## config.mk

```make
export PLATFORM = sky130hd
export DESIGN_NAME = round_key_ctrl_flat
export DESIGN_NICKNAME = d
export VERILOG_FILES = /design/src/rtl/round_key_ctrl_if.sv /design/src/rtl/round_key_ctrl.sv /design/src/flat_wrapper.sv
export SDC_FILE = /design/constraint.sdc
export NUM_CORES = 2
export LEC_CHECK = 0
export BUFFER_PORTS_ARGS = -buffer_cell sky130_fd_sc_hd__buf_2
export CAP_MARGIN = 15
export CORE_ASPECT_RATIO = 1.1
export CORE_MARGIN = 2
export CORE_UTILIZATION = 45
export DETAILED_ROUTE_END_ITERATION = 8
export PLACE_DENSITY = 0.75
export SLEW_MARGIN = 15
export SYNTH_ARGS = -nofsm -noshare
export SYNTH_HDL_FRONTEND = slang
export SYNTH_SLANG_ARGS = --single-unit
```

## constraint.sdc

```tcl
create_clock -name clk -period 62.2 [get_ports clk]
set_input_delay 15.55 -clock clk [delete_from_list [all_inputs] [get_ports clk]]
set_output_delay 15.55 -clock clk [all_outputs]
set_load 0.01 [all_outputs]
```

## src/rtl/round_key_ctrl_if.sv

```systemverilog
`default_nettype none
// ============================================================================
// Module   : round_key_ctrl_if
// Purpose  : Key-load, expander and read-port signal bundle for round_key_ctrl.
// Revision : 1.0 - initial release
// ============================================================================
interface round_key_ctrl_if #(
  parameter int KEY_W = 128
);
  // key load
  logic [KEY_W-1:0] key_i;
  logic             key_valid;
  logic             key_ready;
  // expander side
  logic             exp_en;
  logic [KEY_W-1:0] exp_key;
  logic [KEY_W-1:0] exp_round_key;
  logic             exp_w_e;
  logic [3:0]       exp_round_no;
  logic             exp_done;
  logic             keys_valid;
  // read port
  logic             req0;
  logic             req1;
  logic [3:0]       req0_round;
  logic [3:0]       req1_round;
  logic             gnt0;
  logic             gnt1;
  logic [KEY_W-1:0] rd_key;
  logic             rd_valid;
  logic             rd_id;
  logic             rd_err;

  modport master (
    output key_i, key_valid, exp_round_key, exp_w_e, exp_round_no, exp_done,
           req0, req1, req0_round, req1_round,
    input  key_ready, exp_en, exp_key, keys_valid, gnt0, gnt1,
           rd_key, rd_valid, rd_id, rd_err
  );

  modport slave (
    input  key_i, key_valid, exp_round_key, exp_w_e, exp_round_no, exp_done,
           req0, req1, req0_round, req1_round,
    output key_ready, exp_en, exp_key, keys_valid, gnt0, gnt1,
           rd_key, rd_valid, rd_id, rd_err
  );
endinterface
`default_nettype wire

```

## src/rtl/round_key_ctrl.sv

```systemverilog
`default_nettype none
// ============================================================================
// Module   : round_key_ctrl
// Purpose  : Round-key store fed by an external expander, read by two
//            round-robin requesters. ROUND_KEY_CTRL_ZEROIZE_EN adds zeroize.
// Revision : 1.0 - initial release
// ============================================================================
module round_key_ctrl #(
  parameter int NR    = 10,
  parameter int KEY_W = 128
) (
  input  wire logic       clk,
  input  wire logic       reset,
`ifdef ROUND_KEY_CTRL_ZEROIZE_EN
  input  wire logic       zeroize,
`endif
  round_key_ctrl_if.slave kbus
);

  localparam int unsigned C_LAST  = NR;
  localparam int          C_DEPTH = NR + 1;

  typedef enum logic [1:0] {
    S_IDLE   = 2'd0,
    S_EXPAND = 2'd1,
`ifdef ROUND_KEY_CTRL_ZEROIZE_EN
    S_READY  = 2'd2,
    S_DRAIN  = 2'd3
`else
    S_READY  = 2'd2
`endif
  } state_t;

  state_t           state_q, state_d;
  logic             exp_en_q, exp_en_d;
  logic [KEY_W-1:0] exp_key_q, exp_key_d;
  logic             keys_valid_q, keys_valid_d;
  logic             rr_last_q, rr_last_d;
  logic             rd_valid_q, rd_valid_d;
  logic             rd_id_q, rd_id_d;
  logic             rd_err_q, rd_err_d;
  logic [KEY_W-1:0] rd_key_q, rd_key_d;
  logic [KEY_W-1:0] store_q [0:NR];

  logic             w_zeroize;
  logic             w_key_ready;
  logic             w_load;
  logic             w_gnt0;
  logic             w_gnt1;
  logic             w_wr_en;
  logic [3:0]       w_rd_round;

`ifdef ROUND_KEY_CTRL_ZEROIZE_EN
  assign w_zeroize = zeroize;
`else
  assign w_zeroize = 1'b0;
`endif

  always_ff @(posedge clk or posedge reset) begin
    if (reset) begin
      state_q      <= S_IDLE;
      exp_en_q     <= 1'b0;
      exp_key_q    <= '0;
      keys_valid_q <= 1'b0;
      rr_last_q    <= 1'b1;
      rd_valid_q   <= 1'b0;
      rd_id_q      <= 1'b0;
      rd_err_q     <= 1'b0;
      rd_key_q     <= '0;
    end else begin
      state_q      <= state_d;
      exp_en_q     <= exp_en_d;
      exp_key_q    <= exp_key_d;
      keys_valid_q <= keys_valid_d;
      rr_last_q    <= rr_last_d;
      rd_valid_q   <= rd_valid_d;
      rd_id_q      <= rd_id_d;
      rd_err_q     <= rd_err_d;
      rd_key_q     <= rd_key_d;
    end
  end

  always_ff @(posedge clk or posedge reset) begin
    if (reset) begin
      for (int i = 0; i < C_DEPTH; i++) store_q[i] <= '0;
    end else if (w_zeroize) begin
      for (int i = 0; i < C_DEPTH; i++) store_q[i] <= '0;
    end else if (w_wr_en) begin
      store_q[kbus.exp_round_no] <= kbus.exp_round_key;
    end
  end

  always_comb begin
    state_d      = state_q;
    exp_en_d     = 1'b0;
    exp_key_d    = exp_key_q;
    keys_valid_d = keys_valid_q;
    rr_last_d    = rr_last_q;
    rd_valid_d   = 1'b0;
    rd_id_d      = rd_id_q;
    rd_err_d     = rd_err_q;
    rd_key_d     = rd_key_q;
    w_gnt0       = 1'b0;
    w_gnt1       = 1'b0;
    w_wr_en      = 1'b0;
    w_rd_round   = kbus.req0_round;
    w_key_ready  = (state_q == S_IDLE) || (state_q == S_READY);
    // a simultaneous zeroize suppresses the load
    w_load       = kbus.key_valid && w_key_ready && !w_zeroize;

    case (state_q)
      S_IDLE: begin
        if (w_load) state_d = S_EXPAND;
      end
      S_EXPAND: begin
        w_wr_en = kbus.exp_w_e && (32'(kbus.exp_round_no) <= C_LAST) && !w_zeroize;
        if (kbus.exp_done) begin
          state_d      = S_READY;
          keys_valid_d = 1'b1;
        end
      end
      S_READY: begin
        if (w_load) begin
          state_d = S_EXPAND;
        end else if (!w_zeroize) begin
          if (kbus.req0 && kbus.req1) begin
            w_gnt0 = rr_last_q;
            w_gnt1 = !rr_last_q;
          end else begin
            w_gnt0 = kbus.req0;
            w_gnt1 = kbus.req1;
          end
        end
      end
`ifdef ROUND_KEY_CTRL_ZEROIZE_EN
      S_DRAIN: begin
        if (kbus.exp_done) state_d = S_IDLE;
      end
`endif
      default: state_d = S_IDLE;
    endcase

    if (w_load) begin
      exp_key_d    = kbus.key_i;
      exp_en_d     = 1'b1;
      keys_valid_d = 1'b0;
    end

    if (w_gnt0 || w_gnt1) begin
      rr_last_d  = w_gnt1;
      rd_valid_d = 1'b1;
      rd_id_d    = w_gnt1;
      w_rd_round = w_gnt1 ? kbus.req1_round : kbus.req0_round;
      if (32'(w_rd_round) > C_LAST) begin
        rd_err_d = 1'b1;
        rd_key_d = '0;
      end else begin
        rd_err_d = 1'b0;
        rd_key_d = store_q[w_rd_round];
      end
    end

`ifdef ROUND_KEY_CTRL_ZEROIZE_EN
    // an expansion in flight must still finish on the expander side, so drain it
    if (w_zeroize) begin
      exp_key_d    = '0;
      exp_en_d     = 1'b0;
      keys_valid_d = 1'b0;
      if ((state_q == S_EXPAND) || (state_q == S_DRAIN)) begin
        state_d = kbus.exp_done ? S_IDLE : S_DRAIN;
      end else begin
        state_d = S_IDLE;
      end
    end
`endif
  end

  assign kbus.key_ready  = w_key_ready;
  assign kbus.exp_en     = exp_en_q;
  assign kbus.exp_key    = exp_key_q;
  assign kbus.keys_valid = keys_valid_q;
  assign kbus.gnt0       = w_gnt0;
  assign kbus.gnt1       = w_gnt1;
  assign kbus.rd_key     = rd_key_q;
  assign kbus.rd_valid   = rd_valid_q;
  assign kbus.rd_id      = rd_id_q;
  assign kbus.rd_err     = rd_err_q;

endmodule
`default_nettype wire

```

## src/flat_wrapper.sv

```systemverilog
// flat-port wrapper written by rule: the top's interface ports become plain ports
module round_key_ctrl_flat 
#(
  parameter int NR    = 10,
  parameter int KEY_W = 128
)
  (clk, reset, kbus_key_i, kbus_key_valid, kbus_exp_round_key, kbus_exp_w_e, kbus_exp_round_no, kbus_exp_done, kbus_req0, kbus_req1, kbus_req0_round, kbus_req1_round, kbus_key_ready, kbus_exp_en, kbus_exp_key, kbus_keys_valid, kbus_gnt0, kbus_gnt1, kbus_rd_key, kbus_rd_valid, kbus_rd_id, kbus_rd_err);
  round_key_ctrl_if #(.KEY_W(KEY_W)) kbus_i ();
  input  wire logic clk;
  input  wire logic reset;
  input wire logic [$bits(kbus_i.key_i)-1:0] kbus_key_i;
  input wire logic [$bits(kbus_i.key_valid)-1:0] kbus_key_valid;
  input wire logic [$bits(kbus_i.exp_round_key)-1:0] kbus_exp_round_key;
  input wire logic [$bits(kbus_i.exp_w_e)-1:0] kbus_exp_w_e;
  input wire logic [$bits(kbus_i.exp_round_no)-1:0] kbus_exp_round_no;
  input wire logic [$bits(kbus_i.exp_done)-1:0] kbus_exp_done;
  input wire logic [$bits(kbus_i.req0)-1:0] kbus_req0;
  input wire logic [$bits(kbus_i.req1)-1:0] kbus_req1;
  input wire logic [$bits(kbus_i.req0_round)-1:0] kbus_req0_round;
  input wire logic [$bits(kbus_i.req1_round)-1:0] kbus_req1_round;
  output wire logic [$bits(kbus_i.key_ready)-1:0] kbus_key_ready;
  output wire logic [$bits(kbus_i.exp_en)-1:0] kbus_exp_en;
  output wire logic [$bits(kbus_i.exp_key)-1:0] kbus_exp_key;
  output wire logic [$bits(kbus_i.keys_valid)-1:0] kbus_keys_valid;
  output wire logic [$bits(kbus_i.gnt0)-1:0] kbus_gnt0;
  output wire logic [$bits(kbus_i.gnt1)-1:0] kbus_gnt1;
  output wire logic [$bits(kbus_i.rd_key)-1:0] kbus_rd_key;
  output wire logic [$bits(kbus_i.rd_valid)-1:0] kbus_rd_valid;
  output wire logic [$bits(kbus_i.rd_id)-1:0] kbus_rd_id;
  output wire logic [$bits(kbus_i.rd_err)-1:0] kbus_rd_err;
  assign kbus_i.key_i = kbus_key_i;
  assign kbus_i.key_valid = kbus_key_valid;
  assign kbus_i.exp_round_key = kbus_exp_round_key;
  assign kbus_i.exp_w_e = kbus_exp_w_e;
  assign kbus_i.exp_round_no = kbus_exp_round_no;
  assign kbus_i.exp_done = kbus_exp_done;
  assign kbus_i.req0 = kbus_req0;
  assign kbus_i.req1 = kbus_req1;
  assign kbus_i.req0_round = kbus_req0_round;
  assign kbus_i.req1_round = kbus_req1_round;
  assign kbus_key_ready = kbus_i.key_ready;
  assign kbus_exp_en = kbus_i.exp_en;
  assign kbus_exp_key = kbus_i.exp_key;
  assign kbus_keys_valid = kbus_i.keys_valid;
  assign kbus_gnt0 = kbus_i.gnt0;
  assign kbus_gnt1 = kbus_i.gnt1;
  assign kbus_rd_key = kbus_i.rd_key;
  assign kbus_rd_valid = kbus_i.rd_valid;
  assign kbus_rd_id = kbus_i.rd_id;
  assign kbus_rd_err = kbus_i.rd_err;
  round_key_ctrl #(.NR(NR), .KEY_W(KEY_W)) u_core (.clk(clk), .reset(reset), .kbus(kbus_i));
endmodule
```

==> qor.tcl <==
set qor(route.vias.total) 49700
set qor(worst_setup_path_start_kind) {input port}
set qor(endpoint_class_of_the_critical_path) {output port}
set qor(grt_start_max_net_pins) 180
set qor(layout.cells.non_filler) 8125
set qor(cp_data_arrival_time_ps) 16620
set qor(finalCritPeriodShare_pct) 51.7
set qor(finalSetupViolations) 0
set qor(timing_hold_violations_final) 0
set qor(netlist-cell-type-count) 45
set qor(fmax_achieved_mhz) 31.1
set qor(critical_path.cell_chain) {buf_2 > nor3b_4 > nand2_2 > inv_2 > buf_2}
set qor(cts_num_sinks) 1672
set qor(critical_path.top_delay_family) {simple AND/OR/NAND/NOR gates}
set qor(setup_repair_after_global_routing_missed_its_margin) {false}
set qor(postCtsSetupRepairBufs) 0
set qor(postLayoutSetupSlackWorst_ps) 30030
set qor(synth-async-reset-ratio_pct) 100
set qor(finish.net_count) 6093
set qor(initial_core_util_pct) 45.2
set qor(postSynthRegisterBits) 1672
set qor(grt_first_pass_wirelength_um) 322000
set qor(insertion_delay_ps) 840
set qor(postRouteAntennaNets) 0
set qor(mappedNetlistNets) 5888
set qor(ys_top_cells_by_area) {sky130_fd_sc_hd__dfrtp_1 (56%), sky130_fd_sc_hd__mux2_2 (24%), sky130_fd_sc_hd__a221o_1 (3.5%)}
set qor(fraction_of_final_layout_cells_sized_beyond_drive_strength_1_pct) 42.6
set qor(synthesis.area_per_instance_um2) 13.2
set qor(core_region_area_um2) 164000
set qor(cts_tree) {built}
set qor(synth_top_area_cell) {sky130_fd_sc_hd__dfrtp_1}
set qor(num_rows) 156
set qor(cts_made_buffers) 168
set qor(remaining_drc_errors) 0
set qor(clock-root-buffer) {sky130_fd_sc_hd__clkbuf_16}
set qor(fin_crit_ps) 32170
set qor(yosysSeqAreaShare_pct) 56.4
set qor(synthDominantCellAreaShare_pct) 56.4
set qor(areaGrowthSynthToFinish_pct) 13.1
set qor(ir_worst_vdd_v) 0.0000307
set qor(timing.max_slew.rel_slack_pct) 15.3
set qor(die_height_um) 430
set qor(maxCapViolCount) 0
set qor(ctsHoldBuffers) 0
set qor(clkSlewWorstSetupHoldPaths_ps) 60
set qor(detail_route.wl_per_cell_um) 26.0
set qor(routed_wirelength_um) 212000
set qor(syn_area_um2) 74200
set qor(ctsResizeCount) 0
set qor(path_max_fanout) 8
set qor(synth-main-ff-cell) {sky130_fd_sc_hd__dfrtp_1}
set qor(number_of_instances_in_the_synthesized_netlist) 5613
set qor(drv_slew) 0
set qor(yosysWarningCount) 0
set qor(dp.cells) 7779
set qor(synth-edff-count) 0
set qor(dpl_worst_slack_ps) 30050
set qor(finalClockSkew_ps) 40.9
set qor(antenna_violations_before_repair) 61
set qor(critical_path_required_time_ps) 46650
set qor(drtPass1Iterations) 6
set qor(detailedRoute.firstIterationViolations) 3784
set qor(sum_neg_setup_slack_ps) 0
set qor(class_of_the_most_critical_setup_path) {input port to output port}
set qor(first_global_vias) 51600
set qor(die_width_um) 391
set qor(delay_of_the_slowest_critical_path_stage_ps) 440
set qor(clock_path_buffers) 3
set qor(avgViaCountPerCell) 6.11
set qor(final_core_utilization_pct) 51.2
set qor(status) {completed}
set qor(pwr_density_cell_nw_per_um2) 38.7
set qor(port_buf_inserts) 538
set qor(cts-htree-levels) 4
set qor(gr-total-overflow) 0
set qor(p_leak_nw) 39.4
set qor(synth_top_cells_by_count) {sky130_fd_sc_hd__dfrtp_1 (1671), sky130_fd_sc_hd__mux2_2 (1608), sky130_fd_sc_hd__clkbuf_1 (458)}
set qor(worst_slew_pin_slew_ps) 1270
set qor(cell_with_the_most_instances_after_synthesis) {sky130_fd_sc_hd__dfrtp_1}
set qor(min_path_type) {flip-flop to flip-flop}
set qor(globalRouteTotalUtil_pct) 25.0
set qor(dieArea_um2) 168000
set qor(finalWeightedCongestion) 0.898
set qor(dp.final_hpwl_um) 115000
set qor(slowest_stage) {sky130_fd_sc_hd__nor3b_4}
set qor(design.portCount) 539
set qor(crit_top_cell) {sky130_fd_sc_hd__buf_2}
set qor(worst-path-buf-inv) 3
-- metal layers --
metal,GRT usage (%),up-vias,routed length [um]
li1,-,21100,-
met2,40.3,1734,101000
met3,4.91,427,13600
met4,11.7,20,8890
met5,0,-,115
met1,32.6,26400,88400
-- stage by stage --
step	power, mW	hold WS [ps]	instance area [um^2]
6_report	3.25	486	83900
4_1_cts	3.26	490	83700
2_1_floorplan	2.00	458	74200
3_3_place_gp	2.18	475	78000
5_1_grt	3.40	503	83800
3_5_place_dp	2.22	475	78000
-- power breakdown --
part           switching, mW  internal (mW)  leakage, nW
Sequential             0.166           1.39         21.8
Combinational          0.306          0.344         14.9
Clock                  0.446          0.592         2.78
-- kinds of logic after synthesis --
kind of cell,synth area share (%)
and+or+nand+nor,3.13
AOI/OAI and AO/OA,12.0
buffers and inverters,3.30
muxes,25.2
DFF,56.4
-- path summary, 6_finish.rpt --
| path | startpoint | endpoint | slack (ps) | cells after the start |
|---|---|---|---|---|
| max reg2reg | u_core.state_q[0] | u_core.kbus.rd_key[77] | 57860 | 8 |
| max in group asynchronous | reset | u_core.kbus.rd_key[75] | 41050 | 9 |
| min reg2reg | u_core.kbus.rd_id | u_core.kbus.rd_id | 490 | 2 |
| min in group asynchronous | reset | u_core.kbus.rd_key[123] | 14820 | 2 |
| min | u_core.kbus.rd_id | u_core.kbus.rd_id | 490 | 2 |
| max | kbus_key_valid | kbus_gnt1 | 30030 | 5 |
-- worst min-delay path, delay by kind of cell, from the launching register on --
kind / cells / cell delay [ps]
DFF: 1 / 340
and+or+nand+nor: 2 / 110
-- state kept, by name, indices dropped and copies added (netlist names) --
signal and count:
u_core.kbus.keys_valid 1, u_core.kbus.exp_key 128, u_core.state_q 2, u_core.kbus.exp_en 1, u_core.rr_last_q 1, u_core.kbus.rd_err 1, u_core.store_q 1408, u_core.kbus.rd_key 128
u_core.kbus.rd_id 1, u_core.kbus.rd_valid 1
-- final cells by class --
class	count	area, um^2
repair buffers	627	3480
clock inverters	54	758
clock buffers	245	4920
multi-input cells	3342	30100
inverters	7	30.0
fillers	13900	80100
diodes	45	113
flip-flops and latches	1672	41800
well taps	2133	2670
-- placed cells by master (no fill, tap or decap), drive strengths merged, types with 9 or more instances in the layout --
master  instances
and3          130
a311o          73
a21boi        130
a311oi         55
a221o         256
diode          45
mux2         1608
mux2i          55
o21a          184
a21oi         201
o21ai         133
dfrtp        1671
clkbuf        245
bufinv          9
buf           627
a221oi         55
inv            13
o211ai         73
clkinv         35
nand2         354
Note: power is estimated with default switching activity, not from simulation.
